<file path="src/rtl/unidade_controle_jogo.sv">
// Moore control unit for the sequence-memory game: sequences clear/load/compare/advance
// of the datapath and reports win, error or timeout at the end of a round.
module unidade_controle_jogo #(
   parameter int unsigned TIMEOUT_CYCLES = 3000
) (
   input  logic       clock,
   input  logic       reset,
   input  logic       iniciar,
   input  logic       tem_jogada,
   input  logic       igual,
   input  logic       fimC,
   output logic       zeraC,
   output logic       contaC,
   output logic       zeraR,
   output logic       registraR,
   output logic       acertou,
   output logic       errou,
   output logic       timeout,
   output logic       pronto,
   output logic [3:0] db_estado
);

   typedef enum logic [3:0] {
      INICIAL     = 4'h0,
      PREPARA     = 4'h1,
      ESPERA      = 4'h2,
      REGISTRA    = 4'h4,
      COMPARA     = 4'h5,
      PROXIMO     = 4'h6,
      FIM_ACERTO  = 4'hA,
      FIM_TIMEOUT = 4'hD,
      FIM_ERRO    = 4'hE
   } t_estado;

   t_estado     r_estado;
   t_estado     w_proximo;
   logic        r_tjD;
   logic [15:0] r_contTimeout;
   logic        w_jogada;
   logic        w_fimTimeout;

   // A move is the rising edge of tem_jogada, so a held switch counts only once
   assign w_jogada     = tem_jogada & ~r_tjD;
   assign w_fimTimeout = (r_contTimeout == 16'(TIMEOUT_CYCLES - 1));

   always_ff @(posedge clock or negedge reset) begin
      if (!reset) begin
         r_estado      <= INICIAL;
         r_tjD         <= 1'b0;
         r_contTimeout <= 16'd0;
      end else begin
         r_estado <= w_proximo;
         r_tjD    <= tem_jogada;
         if (r_estado == ESPERA)
            r_contTimeout <= r_contTimeout + 16'd1;
         else
            r_contTimeout <= 16'd0;
      end
   end

   always_comb begin
      w_proximo = r_estado;
      case (r_estado)
         INICIAL:     if (iniciar) w_proximo = PREPARA;
         PREPARA:     w_proximo = ESPERA;
         ESPERA: begin
            if (w_jogada)
               w_proximo = REGISTRA;
            else if (w_fimTimeout)
               w_proximo = FIM_TIMEOUT;
         end
         REGISTRA:    w_proximo = COMPARA;
         COMPARA: begin
            if (!igual)
               w_proximo = FIM_ERRO;
            else if (fimC)
               w_proximo = FIM_ACERTO;
            else
               w_proximo = PROXIMO;
         end
         PROXIMO:     w_proximo = ESPERA;
         FIM_ACERTO,
         FIM_ERRO,
         FIM_TIMEOUT: if (iniciar) w_proximo = PREPARA;
         default:     w_proximo = INICIAL;
      endcase
   end

   always_comb begin
      zeraC     = 1'b0;
      contaC    = 1'b0;
      zeraR     = 1'b0;
      registraR = 1'b0;
      acertou   = 1'b0;
      errou     = 1'b0;
      timeout   = 1'b0;
      pronto    = 1'b0;
      case (r_estado)
         PREPARA: begin
            zeraC = 1'b1;
            zeraR = 1'b1;
         end
         REGISTRA:    registraR = 1'b1;
         PROXIMO:     contaC    = 1'b1;
         FIM_ACERTO: begin
            acertou = 1'b1;
            pronto  = 1'b1;
         end
         FIM_ERRO: begin
            errou  = 1'b1;
            pronto = 1'b1;
         end
         FIM_TIMEOUT: begin
            errou   = 1'b1;
            timeout = 1'b1;
            pronto  = 1'b1;
         end
         default: ;
      endcase
   end

   assign db_estado = r_estado;

endmodule

</file>
<file path="config.mk">
export PLATFORM = sky130hd
export DESIGN_NAME = unidade_controle_jogo
export DESIGN_NICKNAME = d
export VERILOG_FILES = /design/src/rtl/unidade_controle_jogo.sv
export SDC_FILE = /design/constraint.sdc
export NUM_CORES = 1
export LEC_CHECK = 0
export ABC_CLOCK_PERIOD_IN_PS = 2820
export BUFFER_PORTS_ARGS = -buffer_cell sky130_fd_sc_hd__buf_2
export CAP_MARGIN = 0
export CORE_MARGIN = 8
export CORE_UTILIZATION = 54
export CTS_BUF_LIST = sky130_fd_sc_hd__clkbuf_4
export CTS_CLUSTER_DIAMETER = 60
export DETAILED_ROUTE_END_ITERATION = 8
export GPL_ROUTABILITY_DRIVEN = 0
export PLACE_DENSITY = 0.76
export SLEW_MARGIN = 30
export SYNTH_ARGS = -nofsm -noshare
export SYNTH_HDL_FRONTEND = slang
export SYNTH_SLANG_ARGS = --single-unit
</file>
<file path="constraint.sdc">
create_clock -name clock -period 2.82 [get_ports clock]
set_clock_uncertainty 0.2 [all_clocks]
set_input_delay 0.141 -clock clock [delete_from_list [all_inputs] [get_ports clock]]
set_output_delay 0.141 -clock clock [all_outputs]
set_load 0.05 [all_outputs]
</file>
# After elaboration in Yosys (flattened, before gate mapping)
# Index checks and enable logic that the tools add are counted.
# totals
latchBits	0
out_inout_bits	12
ramBits	0
mem_count	0
elab_cells	37
mem_bits_ro	0
inputBits	6
ff_bits	21
# classes
n_div	0
reduce_logical	6
magnitude_cmp	0
bitwise_logic	2
add_sub_neg	1
n_mux	14
mul	0
eq_ne	11
n_shift	0
# op_table
operator	count
$mux W4	5
$pmux W4 S5	1
$add A16 B1 Y16 const B	1
$eq A16 B12 Y1 const B	1
$mux W16	1
$eq A4 B3 Y1 const B	3
$eq A4 B4 Y1 const B	3
$mux W1	7
$eq A4 B1 Y1 const B	1
$eq A4 B2 Y1 const B	1
$logic_not A4 Y1	1
$reduce_or A2 Y1	2
$reduce_or A4 Y1	1
$ne A3 B3 Y1 const B	1
$reduce_or A3 Y1	1
$ne A2 B1 Y1 const B	1
$reduce_and A2 Y1	1
$and A1 B1 Y1	1
$not A1 Y1	1

# Logic depth before layout (Yosys ltp)
# Gate-level depths: netlist of run 1.
# depth
depth_word	4
mapped_depth	6
depth_no_buf	5

# Worst setup path before layout of run 1
# Ideal clock, no wire load.
# synth_timing
kind	register to output
from	register r_estado[1], in the netlist db_estado[1]
to	output port zeraR
arrival_time_ps	2491
path_buffers	2
required_ps	2479
stages_incl_launch_ff	5
path_slack_ps	-12
path_cell_list	dfrtp_1 -> clkbuf_1 -> nand2b_1 -> nor3_1 -> buf_4
# synth_between
elab_chain_len	2
# synth_rtl
element	line_no	text
start: declaration	35	t_estado r_estado;
start signal: assignment	52	r_estado <= w_proximo;
$eq A4 B1 Y1	-	
$mux W1	-	
end: declaration	14	output logic zeraR,
# No other way between the ends.

# Worst setup path in the final report of run 1
# layout_timing
from	register r_estado[3], in the netlist db_estado[3]
to	register r_estado[3], in the netlist db_estado[3]
# layout_between
elab_chain_len	4
elab_cells_between_ends	15
cone_classes	eq/ne: 10; mux: 1; reduce/logical: 4
# layout_rtl
element	line_no	text
$eq A4 B4 Y1 or $logic_not A4 Y1 (tied branches)	63	case (r_estado)
$reduce_or A4 Y1 (no source line)	-	
$ne A2 B1 Y1 (no source line)	-	
$reduce_and A2 Y1 (no source line)	-	
# Several ways; a longest one is shown, not always the timed one.
# A chain may end at the register's enable or synchronous reset.

==> PnR_summary.wiki, run 1 <==
{| class="wikitable"
! Metric !! Value
|-
| Source-to-sink clock delay at the later pin of the worst-skew pair || 0.31 ns
|-
| Number of setup buffers added after CTS || 0
|-
| Routed WL || around 2.4 mm
|-
| Logic depth of the worst setup path including buffers || 5
|-
| Vias in the first global route || 1012
|-
| Source of the critical timing path || db_estado[3]
|-
| Horizontal die dimension || 62.7 microns
|-
| Clock period minus worst slack || 2.68 ns
|-
| Number of failing hold endpoints at the final stage || 0
|-
| YS warnings || 0
|-
| Initial drt markers || 25
|-
| Worst Setup Start Kind || flip-flop
|-
| Slew Limit Headroom || ~70%
|-
| # Max-Cap Violations || 0
|-
| Post-synthesis compound-gate area fraction || 13.1%
|-
| Unrepaired setup endpoints after global routing || no
|-
| Library cell contributing the largest single delay on the critical path || sky130_fd_sc_hd__or4b_4
|-
| Maximum count of clock buffers along a single path || 2
|-
| Pin count of the biggest net entering global routing || 22
|-
| Global route total overflow || 0
|-
| Wirelength per Cell || 13.7 microns
|-
| Number of diodes added for antenna fixing || 0
|-
| Mux contribution to synthesized area || 0.957%
|-
| Filler instances || between 150 and 200
|-
| Cell count after synthesis || 132
|-
| Top-level port count || 18
|-
| Reg2reg end || db_estado[3]
|-
| End of the critical path || db_estado[3]
|-
| Data arrival, critical path || about 2.7 ns
|-
| Average cell area after synthesis || just under 9 sq um
|-
| Initial antenna violation count || 0
|-
| Leakage power total || 0.583 nW
|-
| Global router's overall resource usage || 13.3%
|-
| Sequential element share of the synthesized area || 44.7%
|-
| Net count of the finished layout || 158
|-
| Post-synth net total || 139
|-
| R2R setup slack || 0.14 ns
|-
| Cts bufs inserted || 3
|-
| Max-slew violation total from the final report || 0
|-
| Area fraction of the dominant cell type after synthesis || about 45%
|-
| Number of flops mapped to enable cells by yosys || 0
|-
| Area delta synth->final || 12.8%
|-
| Effective utilization at floorplan || 55.3%
|-
| Post-route DRC violation count || 0
|-
| Area of the multi-input gates || 579 sq um
|-
| Most common flop cell mapped by yosys || sky130_fd_sc_hd__dfrtp_1
|-
| Worst reg-to-reg path cell count || 5
|-
| Final Core Density || 62.4%
|-
| Die H || 62.7 microns
|-
| Post-synthesis cell type with the largest combined area || sky130_fd_sc_hd__dfrtp_1
|-
| Clock sink total || 21
|-
| Share of the synthesized netlist area taken by xor and xnor gates || 7.45%
|-
| Sum of negative setup slack || 0 ns
|-
| Main area contributors after synthesis || sky130_fd_sc_hd__dfrtp_1, sky130_fd_sc_hd__nor2_1, sky130_fd_sc_hd__xnor2_1
|-
| Slew of the pin with the lowest slew margin || 0.462 ns
|-
| Tightest Hold Check Type || primary input to asynchronous set/reset pin
|-
| Global-route wire length before repair || between 4 and 5 mm
|-
| Number of distinct library cells after synthesis || 33
|-
| Cell Chain, Critical Path || or4b_4, a21o_1, a31oi_2, a311oi_1, dlygate4sd3_1
|-
| Area used by sequential logic in the layout || ~530 sq um
|-
| Die area || between 3000 and 4000 sq um
|-
| Proportion of register bits with asynchronous set or reset after synthesis || 100%
|-
| Worst setup EP type || flip-flop
|-
| CTS H-tree lvls || 1
|-
| Clock tree from TritonCTS || built
|-
| Total power per unit cell area || 816 nW/um^2
|-
| Run status || finished clean
|-
| Crit-path leading delay family || simple AND/OR/NAND/NOR gates
|-
| # setup viols final || 0
|-
| Post-synthesis register bit count || 21
|-
| CORE AREA || about 2100 sq um
|-
| Upper clock frequency limit || 373 MHz
|-
| Dominant combinational cell family by area after synthesis || simple AND/OR/NAND/NOR gates
|-
| Post-Synth Simple-Gate Area || between 20% and 30%
|-
| Via density per instance || 5.66
|-
| Fraction of layout cells with a size suffix above 1 || about a fifth
|-
| Clock-pin slew on the worst setup and hold paths || 0.12 ns
|-
| Maximum vdd ir drop || 0.601 mV
|-
| Post-detailed-placement half-perimeter wirelength || roughly 1.8 mm
|-
| Standard-cell row count || 17
|-
| Delay contributed by the slowest stage of the critical path || 0.71 ns
|-
| Biggest fanout along the worst timing path || 20
|-
| Detail Route Antenna Nets || 0
|-
| Critical path data required time || 2.82 ns
|-
| Buffers plus inverters on the worst setup path || 1
|-
| Source of the worst register-to-register timing path || db_estado[3]
|-
| Root buffer cell || sky130_fd_sc_hd__clkbuf_4
|-
| Final Cycle Share || 95.1%
|-
| Share of synthesized cell area in full adder, half adder and majority cells || 1.06%
|-
| Post-synthesis cell area || between 1000 and 1500 sq um
|-
| Crit path kind || flip-flop to flip-flop
|-
| Drt first pass iters || 4
|-
| Routed vias || a little over 1000
|-
| Number of buffers inserted by port buffering || 17
|}
[report_power, final]
group	internal (mW)	total, mW	switching (mW)	leakage (nW)
clock network	0.0530	0.143	0.0900	0.0177
logic	0.166	0.524	0.358	0.280
registers	0.337	0.416	0.0789	0.285
total	0.555	1.08	0.527	0.583
[worst min path at each step]
stage | from | to | slack [ns] | cells after the start
6_report | reset | db_estado[0] | 0.1 | 2
5_1_grt | reset | db_estado[0] | 0.17 | 2
4_1_cts | reset | r_tjD | 0.11 | 2
3_5_place_dp | reset | db_estado[1] | -0.08 | 1
3_3_place_gp | reset | r_tjD | -0.08 | 1
2_1_floorplan | reset | db_estado[0] | -0.35 | 0
[cells in the final DEF, fill, tap and decap left out, drive strengths merged, types with 2 or more instances in the layout]
cell type	Yosys	routed
dlygate4sd3	0	4
a21o	2	2
xor2	4	4
nand2b	2	2
o31ai	2	2
or3	2	2
a21oi	8	8
or4	4	4
clkbuf	3	3
dfrtp	21	21
nor2	18	18
o21a	2	2
nor4	4	4
buf	4	17
or2	2	2
nand3	5	5
nor3	8	8
nand2	8	8
a31oi	2	2
o21ai	3	3
inv	9	9
nand4	4	4
xnor2	6	6
[sequential cells by signal (all words and copies together), names as in the netlist]
signal	count
r_tjD	1
db_estado	4
r_contTimeout	16
[metal layers]
| layer | share of wire [%] | GRT usage [%] |
|---|---|---|
| met2 | 49 | 23.3 |
| met1 | 46 | 15.1 |
| met4 | 1.2 | 5.13 |
| met5 | 0 | 0 |
| met3 | 3.7 | 3.41 |
[final cells by class]
type	instances	share of cell area, %
clock buffers	3	1.70
clock inverters	1	0.377
inverters	9	2.55
multi-input cells	95	43.7
flip-flops and latches	21	39.6
well taps	28	2.64
repair buffers	21	9.43
[worst register-to-register path: cells and delay by family (launching register included)]
| kind | cells | cell delay (ns) |
|---|---|---|
| AND/OR/NAND/NOR | 1 | 0.71 |
| flip-flops | 1 | 0.53 |
| buffers and inverters | 1 | 0.57 |
| AO/OA/AOI/OAI | 3 | 0.57 |
[cell usage after synthesis (2+ instances only)]
cell type	number
sky130_fd_sc_hd__o31ai_1	2
sky130_fd_sc_hd__inv_1	9
sky130_fd_sc_hd__nand2b_1	2
sky130_fd_sc_hd__o21ai_0	3
sky130_fd_sc_hd__nor2_1	18
sky130_fd_sc_hd__nand3_1	5
sky130_fd_sc_hd__nor3_1	8
sky130_fd_sc_hd__or2_2	2
sky130_fd_sc_hd__buf_4	2
sky130_fd_sc_hd__or3_1	2
sky130_fd_sc_hd__dfrtp_1	21
sky130_fd_sc_hd__o21a_1	2
sky130_fd_sc_hd__a31oi_1	2
sky130_fd_sc_hd__nand2_1	7
sky130_fd_sc_hd__clkbuf_1	3
sky130_fd_sc_hd__a21o_1	2
sky130_fd_sc_hd__nor4_1	4
sky130_fd_sc_hd__buf_6	2
sky130_fd_sc_hd__or4_1	4
sky130_fd_sc_hd__xor2_1	4
sky130_fd_sc_hd__xnor2_1	6
sky130_fd_sc_hd__nand4_1	4
sky130_fd_sc_hd__a21oi_1	8
[through the flow]
stage               hold WS [ns]  worst slack, ns  power (mW)  std cells  area, sq um
global placement         -0.0842            0.715       0.911        170         1250
floorplan                 -0.355            0.351       0.850        132         1180
detailed placement       -0.0767            0.646       0.921        170         1250
CTS                        0.114            0.128        1.08        178         1320
global route               0.166           0.0536        1.15        178         1330
finish                    0.0954            0.139        1.08        178         1330
[cells by family after synthesis]
group	count (synthesis)
simple gates	59
compound gates	24
flops	21
buf+inv	16
xor+xnor	10
mux	1
fa+ha+maj	1
[timing repair]
| action | in CTS | in global routing |
|---|---|---|
| endpoints found under the hold margin | 24 | 0 |
| endpoints found under the setup margin | 0 | 1 |
| hold buffers | 4 | 0 |
| resized for setup | 0 | 1 |
No activity file was read; power rests on OpenSTA's default activity.
==> inputs of run 2 (changes only) <==
--- a/config.mk
+++ b/config.mk
@@ -5,16 +5,16 @@
 export SDC_FILE = /design/constraint.sdc
 export NUM_CORES = 1
 export LEC_CHECK = 0
-export ABC_CLOCK_PERIOD_IN_PS = 2820
+export ABC_CLOCK_PERIOD_IN_PS = 2180
 export BUFFER_PORTS_ARGS = -buffer_cell sky130_fd_sc_hd__buf_2
 export CAP_MARGIN = 0
 export CORE_MARGIN = 8
-export CORE_UTILIZATION = 54
+export CORE_UTILIZATION = 52
 export CTS_BUF_LIST = sky130_fd_sc_hd__clkbuf_4
 export CTS_CLUSTER_DIAMETER = 60
 export DETAILED_ROUTE_END_ITERATION = 8
 export GPL_ROUTABILITY_DRIVEN = 0
-export PLACE_DENSITY = 0.76
+export PLACE_DENSITY = 0.77
 export SLEW_MARGIN = 30
 export SYNTH_ARGS = -nofsm -noshare
 export SYNTH_HDL_FRONTEND = slang
==> constraint.sdc (replaced) <==
create_clock -name clock -period 2.18 [get_ports clock]
set_clock_uncertainty 0.2 [all_clocks]
set_input_delay 0.109 -clock clock [delete_from_list [all_inputs] [get_ports clock]]
set_output_delay 0.109 -clock clock [all_outputs]
set_load 0.05 [all_outputs]
==> PnR_summary.wiki, run 2 (same netlist as run 1, synthesis figures left out) <==
{| class="wikitable"
! Metric !! Value
|-
| Number of setup buffers added after CTS || 0 (unchanged)
|-
| CTS H-tree lvls || 1 (unchanged)
|-
| Net count of the finished layout || 163 (was 158)
|-
| Data arrival, critical path || 1.78 ns (was 2.69 ns)
|-
| Clock sink total || 21 (unchanged)
|-
| Maximum vdd ir drop || 0.744 mV (was 0.601 mV)
|-
| Clock period minus worst slack || 2.09 ns
|-
| Routed WL || 2.58 mm (was 2.44 mm)
|-
| CORE AREA || 2170 sq um (was 2130 sq um)
|-
| Crit path kind || flip-flop to primary output (was flip-flop to flip-flop)
|-
| Flip-flop count of the largest register after layout || 16 (unchanged)
|-
| Horizontal die dimension || 63.6 microns (was 62.7 microns)
|-
| Tightest Hold Check Type || primary input to flip-flop (was primary input to asynchronous set/reset pin)
|-
| Clock tree from TritonCTS || built (unchanged)
|-
| Max-slew violation total from the final report || 0 (unchanged)
|-
| Delay contributed by the slowest stage of the critical path || 0.53 ns (was 0.71 ns)
|-
| Post-route DRC violation count || 0 (unchanged)
|-
| Area after DPL || 1300 sq um (was 1250 sq um)
|-
| Source-to-sink clock delay at the later pin of the worst-skew pair || 0.29 ns (was 0.31 ns)
|-
| Vias in the first global route || 1031 (was 1012)
|-
| Drt first pass iters || 4 (unchanged)
|-
| Standard-cell row count || 17 (unchanged)
|-
| Die H || 63.6 microns (was 62.7 microns)
|-
| Top-level port count || 18 (unchanged)
|-
| Met3 usage in global routing || 3.71% (was 3.41%)
|-
| Most Used Layer, Global Route || met2 (unchanged)
|-
| Cts bufs inserted || 3 (unchanged)
|-
| Run status || finished clean (unchanged)
|-
| Resized cells post-CTS || 0 (unchanged)
|-
| Most common library cell in the layout ignoring fill and taps || sky130_fd_sc_hd__dfrtp_1 (unchanged)
|-
| Global-route track usage on met1 || 15.2% (was 15.1%)
|-
| Detail Route Antenna Nets || 0 (unchanged)
|-
| Routed vias || 1027 (was 1008)
|-
| Worst setup EP type || primary output (was flip-flop)
|-
| Slew of the pin with the lowest slew margin || 0.448 ns (was 0.462 ns)
|-
| Global router's overall resource usage || 13.0% (was 13.3%)
|-
| Number of buffers inserted by port buffering || 17 (unchanged)
|-
| # Max-Cap Violations || 0 (unchanged)
|-
| Number of failing hold endpoints at the final stage || 0 (unchanged)
|-
| Upper clock frequency limit || 479 MHz
|-
| Post-Layout Inst Area || 1370 sq um (was 1330 sq um)
|-
| Number of diodes added for antenna fixing || 0 (unchanged)
|-
| Pre-CTS setup slack || 0.220 ns (was 0.646 ns)
|-
| Area delta synth->final || 16.7% (was 12.8%)
|-
| Initial drt markers || 28 (was 25)
|-
| Fraction of layout cells with a size suffix above 1 || 23.2% (was 18.7%)
|-
| Total power per unit cell area || 1060 nW/um^2 (was 816 nW/um^2)
|-
| Via density per instance || 5.61 (was 5.66)
|-
| Cell Chain, Critical Path || buf_4, nand2b_1, or2_2, nand2_1, buf_2 (was or4b_4, a21o_1, a31oi_2, a311oi_1, dlygate4sd3_1)
|-
| Die area || 4040 sq um (was 3930 sq um)
|-
| Root buffer cell || sky130_fd_sc_hd__clkbuf_4 (unchanged)
|-
| Final Core Density || 63.3% (was 62.4%)
|-
| M2 GR Usage || 22.6% (was 23.3%)
|-
| Final Cycle Share || a little over nine tenths
|-
| Leakage power total || 0.606 nW (was 0.583 nW)
|-
| Clock-pin slew on the worst setup and hold paths || 0.11 ns (was 0.12 ns)
|-
| Effective utilization at floorplan || 54.2% (was 55.3%)
|-
| Quantity of hold-fixing buffers added after cts || 4 (unchanged)
|-
| Global route total overflow || 0 (unchanged)
|-
| Global-route wire length before repair || 4.46 mm (was 4.41 mm)
|-
| Unrepaired setup endpoints after global routing || no (unchanged)
|-
| Initial antenna violation count || 0 (unchanged)
|-
| Slew Limit Headroom || 70.1% (was 69.2%)
|-
| # setup viols final || 0 (unchanged)
|-
| Critical path data required time || 1.87 ns (was 2.82 ns)
|-
| Register containing the most flip-flops in the final layout || r_contTimeout (unchanged)
|-
| Post-detailed-placement half-perimeter wirelength || 1.94 mm (was 1.78 mm)
|-
| Wirelength per Cell || 14.1 microns (was 13.7 microns)
|-
| Biggest fanout along the worst timing path || 8 (was 20)
|-
| Maximum count of clock buffers along a single path || 2 (unchanged)
|-
| Final worst-path setup slack || 0.0911 ns (was 0.139 ns)
|-
| Library cell contributing the largest single delay on the critical path || sky130_fd_sc_hd__dfrtp_1 (was sky130_fd_sc_hd__or4b_4)
|-
| Worst Setup Start Kind || flip-flop (unchanged)
|-
| Pin count of the biggest net entering global routing || 22 (unchanged)
|-
| Commonest cells after routing, fill and taps aside || sky130_fd_sc_hd__dfrtp_1, sky130_fd_sc_hd__nor2_1, sky130_fd_sc_hd__buf_2, sky130_fd_sc_hd__inv_1, sky130_fd_sc_hd__a21oi_1 (unchanged)
|}
## run 2: cell types whose count changed in the layout (fill, tap and decap cells not counted), moves of 2 or more
cell                      before  now
sky130_fd_sc_hd__nor3_1        7    5
sky130_fd_sc_hd__buf_4         0    5
sky130_fd_sc_hd__dfrtp_2       0    2
sky130_fd_sc_hd__nor3_2        1    3
sky130_fd_sc_hd__dfrtp_1      21   19
## run 2: final cells by class
cell class	count	area, sq um
Tap cell	28	35.0
Multi-Input combinational cell	95	583
Timing Repair Buffer	26	163
Clock buffer	4	30.0
Inverter	9	33.8
Fill cell	195	797
Sequential cell	21	528
## run 2: path summary, 6_finish.rpt
check                            startpoint                to  slack, ns  cells past startpoint
hold reg to reg            r_contTimeout[0]  r_contTimeout[0]       0.29                      1
hold / removal                         fimC      db_estado[3]       0.02                      4
setup / recovery               db_estado[1]            pronto       0.09                      5
setup reg to reg               db_estado[1]      db_estado[1]       0.18                      4
max in group asynchronous             reset      db_estado[3]       1.37                      2
min in group asynchronous             reset  r_contTimeout[7]       0.07                      2
## run 2: power breakdown
part / leakage, nW / internal [mW] / switching [mW]
clock network: 0.0184 / 0.0836 / 0.111
logic: 0.305 / 0.249 / 0.515
registers: 0.283 / 0.439 / 0.0644
## run 2: layer usage
layer / wire length, microns / vias to the layer above / part of all wire [%]
met1: 1120 / 490 / 44
met3: 154 / 4 / 6.0
li1: - / 507 / -
met2: 1270 / 26 / 49
met5: 0 / - / 0
met4: 24 / 0 / 0.93
## run 2: worst max-delay path, delay by kind of cell, from the launching register on
family / cells / cell delay, ns
buf+inv: 2 / 0.44
flops: 1 / 0.53
simple gates: 3 / 0.52
## run 2: through the flow
step	power (mW)	hold WS [ns]	TNS, ns	instances
after global placement	1.25	-0.119	0	175
after detailed placement	1.27	-0.107	0	175
final	1.46	0.0173	0	183
after CTS	1.47	0.000444	0	183
after global routing	1.56	0.0308	0	183
after floorplan	1.11	-0.387	-0.155	132
